==> config.mk <==
export PLATFORM = sky130hd
export DESIGN_NAME = stdp_weight_update_arbiter
export DESIGN_NICKNAME = d
export VERILOG_FILES = /design/src/rtl/stdp_weight_update_arbiter.sv
export SDC_FILE = /design/constraint.sdc
export NUM_CORES = 1
export LEC_CHECK = 0
export CELL_PAD_IN_SITES_DETAIL_PLACEMENT = 0
export CELL_PAD_IN_SITES_GLOBAL_PLACEMENT = 1
export CORE_MARGIN = 3
export CORE_UTILIZATION = 40
export CTS_BUF_LIST = sky130_fd_sc_hd__clkbuf_16
export DETAILED_ROUTE_END_ITERATION = 8
export HOLD_SLACK_MARGIN = 0.12
export PLACE_DENSITY = 0.92
export SYNTH_ARGS = -nofsm -noshare
export SYNTH_HDL_FRONTEND = slang
export SYNTH_SLANG_ARGS = --single-unit
==> constraint.sdc <==
create_clock -name clk -period 9.35 [get_ports clk]
set_input_delay 0.935 -clock clk [delete_from_list [all_inputs] [get_ports clk]]
set_output_delay 0.935 -clock clk [all_outputs]
set_load 0.02 [all_outputs]
==> src/rtl/stdp_weight_update_arbiter.sv <==
// Round-robin arbiter that funnels STDP inc/dec requests onto NSYN saturating weight counters.
// Optional macro STDP_WUA_INIT_MID_EN: reset weights to mid-scale 2^(WBITS-1) instead of zero.
module stdp_weight_update_arbiter #(
  parameter int NREQ  = 4,
  parameter int NSYN  = 8,
  parameter int WBITS = 3,
  parameter int IDXW  = $clog2(NSYN)
) (
  input  logic                  clk,
  input  logic                  rst,
  input  logic [NREQ-1:0]       req,
  input  logic [NREQ-1:0]       inc,
  input  logic [NREQ-1:0]       dec,
  input  logic [NREQ*IDXW-1:0]  idx,
  output logic [NREQ-1:0]       gnt,
  output logic [NSYN*WBITS-1:0] weights,
  output logic                  sat_evt,
  output logic [IDXW-1:0]       upd_idx
);

  localparam int PW = (NREQ > 1) ? $clog2(NREQ) : 1;
  localparam logic [WBITS-1:0] W_MAX = {WBITS{1'b1}};
`ifdef STDP_WUA_INIT_MID_EN
  localparam logic [WBITS-1:0] W_INIT = WBITS'(1) << (WBITS - 1);
`else
  localparam logic [WBITS-1:0] W_INIT = '0;
`endif
  localparam logic [PW-1:0] PTR_INIT = PW'(NREQ - 1);

  // Saturating single step; both or neither qualifier leaves the weight untouched.
  function automatic logic [WBITS-1:0] step_weight(input logic [WBITS-1:0] cur,
                                                   input logic up, input logic dn);
    if (up && !dn && (cur != W_MAX)) return cur + WBITS'(1);
    if (dn && !up && (cur != '0))    return cur - WBITS'(1);
    return cur;
  endfunction

  function automatic logic is_sat(input logic [WBITS-1:0] cur,
                                  input logic up, input logic dn);
    return (up && !dn && (cur == W_MAX)) || (dn && !up && (cur == '0));
  endfunction

  logic [WBITS-1:0] wgt_p0 [NSYN];
  logic [PW-1:0]    ptr_p0;

  logic [NREQ-1:0]  elig;
  logic             vld_p0;
  logic [PW-1:0]    win;
  logic [NREQ-1:0]  win_oh;
  logic [IDXW-1:0]  win_idx;
  logic             win_inc;
  logic             win_dec;
  logic [WBITS-1:0] win_cur;

  assign elig = req & ~gnt;

  // Stage p0: two-pass search (above ptr first, then wrap) gives round-robin order.
  always_comb begin
    vld_p0  = 1'b0;
    win     = ptr_p0;
    win_oh  = '0;
    win_idx = '0;
    win_inc = 1'b0;
    win_dec = 1'b0;
    for (int r = 0; r < NREQ; r++) begin
      if (!vld_p0 && elig[r] && (PW'(r) > ptr_p0)) begin
        vld_p0 = 1'b1;
        win    = PW'(r);
      end
    end
    for (int r = 0; r < NREQ; r++) begin
      if (!vld_p0 && elig[r] && (PW'(r) <= ptr_p0)) begin
        vld_p0 = 1'b1;
        win    = PW'(r);
      end
    end
    for (int r = 0; r < NREQ; r++) begin
      if (vld_p0 && (PW'(r) == win)) begin
        win_oh[r] = 1'b1;
        win_idx   = idx[r*IDXW +: IDXW];
        win_inc   = inc[r];
        win_dec   = dec[r];
      end
    end
  end

  assign win_cur = wgt_p0[win_idx];

  // Stage p0 -> outputs: weight write, grant, saturation flag and pointer share one edge.
  always_ff @(posedge clk or posedge rst) begin
    if (rst) begin
      for (int s = 0; s < NSYN; s++) wgt_p0[s] <= W_INIT;
      gnt     <= '0;
      sat_evt <= 1'b0;
      upd_idx <= '0;
      ptr_p0  <= PTR_INIT;
    end else begin
      gnt     <= win_oh;
      sat_evt <= vld_p0 && is_sat(win_cur, win_inc, win_dec);
      if (vld_p0) begin
        wgt_p0[win_idx] <= step_weight(win_cur, win_inc, win_dec);
        upd_idx         <= win_idx;
        ptr_p0          <= win;
      end
    end
  end

  for (genvar s = 0; s < NSYN; s++) begin : g_flat
    assign weights[s*WBITS +: WBITS] = wgt_p0[s];
  end

endmodule

# --- Word level (Yosys, flattened, before mapping) ---
# Cells that the tools add are included.
op_classes:
  add_sub_neg: 2
  n_lt_le_gt_ge: 10
  eq_ne: 5
  muxes: 48
  bitwise_logic: 3
  n_reduce_logical: 40
ops:
  columns: ["cell", "n"]
  rows:
  - ["$mux 3", 12]
  - ["$logic_and 1x1->1", 27]
  - ["$mux 1", 25]
  - ["$bwmux 24", 1]
  - ["$mux 2", 8]
  - ["$bmux 3 s3", 1]
  - ["$demux 3 s3", 1]
  - ["$logic_not 1->1", 9]
  - ["$and 4x4->4", 1]
  - ["$eq 2x2->1 const A", 2]
  - ["$ge 4x4->1 const B", 1]
  - ["$gt 1x2->1 const A", 2]
  - ["$gt 2x2->1 const A", 2]
  - ["$le 1x2->1 const A", 2]
  - ["$le 2x2->1 const A", 2]
  - ["$lt 4x1->1 const B", 1]
  - ["$not 3->4", 1]
  - ["$not 4->4", 1]
  - ["$add 3x1->3 const B", 1]
  - ["$eq 3x3->1 const B", 1]
  - ["$logic_not 3->1", 1]
  - ["$ne 3x3->1 const B", 1]
  - ["$reduce_bool 3->1", 1]
  - ["$sub 3x1->3 const B", 1]
  - ["3 further kinds", 3]
totals:
  regBits: 34
  input_bits: 26
  output_inout_bits: 32
  wordCells: 120

# --- Longest topological paths before layout ---
logic_depth:
  word_depth: 52
  ltp_mapped: 18
  ltp_nobuf: 16

# --- Least setup slack after synthesis ---
# No wires, ideal clock.
synth_timing:
  path_kind: "input port to flip-flop"
  from: "input port req[1]"
  to: "register wgt_p0 (netlist bit weights[11])"
  setup_ns: 0.152
  arrival_time_ns: 4.107
  required_time_ns: 9.198
  path_slack_ns: 5.091
  path_stages: 13
  n_path_buf: 0
  cell_sequence: "and2b_1 a311oi_2 nand3_1 and2_1 o32ai_4 mux4_2 ha_1 ha_1 nor3b_1 nand2_1 a21boi_2 nand3_1 a31oi_1"
synth_between:
  elab_chain_len: 47
  elab_cells_between_ends: 85
  classes_between: "add/sub (2); order compare (2); eq/ne (4); mux (42); bitwise (2); reduce/logical (33)"
synth_lines:
  columns: ["element", "line_no", "source"]
  rows:
  - ["start, declared", "11", "input logic [NREQ-1:0] req,"]
  - ["$and 4x4->4 (*)", "55", "assign elig = req & ~gnt;"]
  - ["branches (longest 46 deep; another with $logic_and 1x1->1)", null, null]
  - ["end signal, assigned by index", "101", "wgt_p0[win_idx] <= step_weight(win_cur, win_inc, win_dec);"]
  - ["end, declared", "43", "logic [WBITS-1:0] wgt_p0 [NSYN];"]
# Every way passes the cells marked *. The select of a mux whose other input is x is not followed.
# A chain may end at the register's enable or synchronous reset.

# --- Worst setup path in the final report ---
layout_timing:
  from: "input port req[1]"
  to: "register wgt_p0 (netlist bit weights[2])"
# Same word-level chain as after synthesis.

==> out/qor.yml <==
critical_path:
  crit_type: "in -> reg"
  cp-end-kind: "register"
  cp_slowest_cell: "o32ai_1"
  cp.required_ns: 9.47
  crit_path_max_incr_delay_ns: 0.68
  start_kind: "primary input"
  r2r_slack_ns: 4.75
  worstRegToRegCells: 13
  crit_arrival_ns: 5.30
  critical_path_buf_inv_count: 1
  r2r-end: "weights[2]"
  crit_path_max_fanout: 8
  crit_path_cell_trace: "clkdlybuf4s50_1, and2b_1, a311oi_2, nand3_1, and2_1, o32ai_1, mux4_2, ha_1, ha_1, nor3b_1, nand2_1, a21boi_2, nand3_1, a31oi_1"
  rr_startpoint: "ptr_p0[1]"
  critPathTopFamily: "simple AND/OR/NAND/NOR gates"
grt:
  track_usage_pct: 20.7
  antenna_found_initial: 0
  grt_pass1_wl_mm: 10.3
  gr-usage-met1_pct: 26.2
  grt_pass1_vias: 2136
  grt_max_degree: 35
  grt_busiest_layer: "met2"
  grt_use_met3_pct: 5.10
  met2_usage_pct: 34.6
  overflow: 0
yosys:
  syn_area_per_cell_um2: 9.67
  synth_ff_type: "dfrtp_1"
  synth.ff_latch_count: 34
  synth_nets: 261
  yosysWarnings: 0
  ys_types: 58
  ys_async_sr_fraction_pct: 100
  synthCells: 231
  syn_area_um2: 2230
  synth-edff-count: 0
  ys_seq_area_share_pct: 38.2
final_layout:
  final_layout_size_suffix_gt1_share_pct: 12.7
  final_common_cell: "clkdlybuf4s50_1"
  multi_input_area_um2: 1290
  area_delta_synth_final_pct: 34.4
  antennaDiodeCount: 0
  final_cell_mix: "clkdlybuf4s50_1 (57), dfrtp_1 (32), nor2_1 (26)"
  seqCellArea_um2: 853
  final_nets: 321
  design_area_um2: 3000
  num-fill-cells: 501
clock_network:
  holdBufCountCts: 0
  cts_root_buf: "clkbuf_16"
  clkLatencyLatePin_ns: 0.28
  clock-sinks: 34
  clkSlewWorstSetupHoldPaths_ns: 0.05
  cts_tree: "built"
  cts_made_buffers: 5
  post_cts_buffers: 0
  htree_num_levels: 2
  clockBufferDepth: 2
  post_cts_resized: 0
placement:
  gp_congestion: 0.977
  postPlaceCellArea_um2: 2870
  dpl.hpwl_mm: 4.75
  io_buffers: 57
drt:
  drt_iter0_drc: 130
  vias: 2097
  finalWirelength_mm: 6.43
  drt_pass1_iterations: 5
  wl_per_cell_um: 17.7
  ant_nets: 0
  drc_errors: 0
  routed_via_density: 5.79
timing:
  tightest_slew_ns: 0.748
  setup_viol: 0
  max_freq_mhz: 193
  fin_crit_sh_pct: 55.4
  setup-tns-final_ns: 0
  hold_viol_final: 0
  slew_violations: 0
  fin_crit_ns: 5.18
  finalClockSkew_ns: 0.00302
  slew_headroom_pct: 50.0
  rsz0062_at_grt: "false"
run:
  drv_cap: 0
floorplanning:
  num_io_pins: 58
  rows: 26
  coreArea_um2: 5270
  initial_utilization_pct: 42.4
  die_w_um: 80.7
  dieArea_um2: 6520
  die_h_um: 80.7
outcome:
  status: "complete, no violations"
worst_hold_path:
  worstHoldEndpoint: "upd_idx[2]"
  hp-start: "upd_idx[2]"
  min_path_cells: 2
  hold_path.class: "reg -> reg"
## worst max path at each step
| stage | startpoint | to | slack [ns] | depth (start not counted) |
|---|---|---|---|---|
| CTS | req[0] | weights[2] | 4.23 | 14 |
| finish | req[1] | weights[2] | 4.17 | 14 |
| detailed placement | req[0] | weights[8] | 3.98 | 14 |
| global route | req[1] | weights[2] | 3.82 | 16 |
| global placement | req[0] | weights[8] | 4.09 | 16 |
| floorplan | req[1] | weights[11] | 5.09 | 13 |
## layer usage
metal	routed length, µm	vias up
li1	-	1001
met1	2800	993
met2	3050	94
met3	460	9
met4	113	0
met5	0	-
## kinds of logic (layout without fill, tap and decap cells)
logic type	count (synthesis)	in the layout	synth area share, %
adder cells (fa/ha/maj)	4	4	2.24
AO/OA/AOI/OAI	67	67	25.5
flip-flops	34	34	38.2
AND/OR/NAND/NOR	89	89	20.9
buffers and inverters	19	80	3.92
multiplexers	18	18	9.18
## sequential cells by signal, summed over array words and instances (netlist names)
register  cells
upd_idx       3
weights      24
ptr_p0        2
sat_evt       1
gnt           4
## stage by stage
step / std cells / util (%) / setup slack (ns) / hold WS, ns
4_1_cts: 362 / 57.0 / 4.23 / 0.477
3_3_place_gp: 354 / 54.4 / 4.09 / 0.466
6_report: 362 / 57.0 / 4.17 / 0.476
2_1_floorplan: 231 / - / 5.09 / 0.590
5_1_grt: 362 / 57.0 / 3.82 / 0.512
3_5_place_dp: 354 / 54.4 / 3.98 / 0.465
## worst reg2reg max path, stage by stage (launching register included)
cell	delay [ns]
dfstp_2	0.66
nor4b_1	0.12
a311oi_2	0.40
nand3_1	0.25
and2_1	0.25
o32ai_1	0.68
mux4_2	0.48
ha_1	0.25
ha_1	0.22
nor3b_1	0.33
nand2_1	0.14
a21boi_2	0.22
nand3_1	0.30
a31oi_1	0.14
## Yosys cell counts (all sizes together), types with 2 or more instances
master / count / area [µm²]
ha: 4 / 50.1
nor2b: 4 / 25.0
a211oi: 7 / 67.6
nor2: 26 / 97.6
or3: 2 / 12.5
o21a: 3 / 22.5
a31oi: 14 / 87.6
nor3: 4 / 30.0
nand3: 9 / 45.0
mux2: 10 / 113
o22ai: 3 / 18.8
nand2b: 6 / 40.0
dfrtp: 32 / 801
o32ai: 2 / 36.3
mux2i: 7 / 70.1
and2: 4 / 25.0
buf: 5 / 35.0
nor4: 3 / 18.8
and2b: 2 / 17.5
nand4: 5 / 31.3
o31ai: 2 / 15.0
dfstp: 2 / 52.6
nand2: 16 / 60.1
inv: 14 / 52.6
o21ai: 4 / 20.0
a211o: 3 / 26.3
a21oi: 7 / 53.8
o211ai: 10 / 93.8
o32a: 2 / 20.0
nand3b: 2 / 15.0
## final cells by class
class	instances	area share, %
Clock buffer	5	4.17
Clock inverter	3	0.417
Inverter	14	1.75
Multi-Input combinational cell	178	43.1
Sequential cell	34	28.4
Tap cell	70	2.92
Timing Repair Buffer	58	19.2
Power is not shown: default switching activity piles up to over one toggle a cycle in this logic, so the estimate is an artifact.
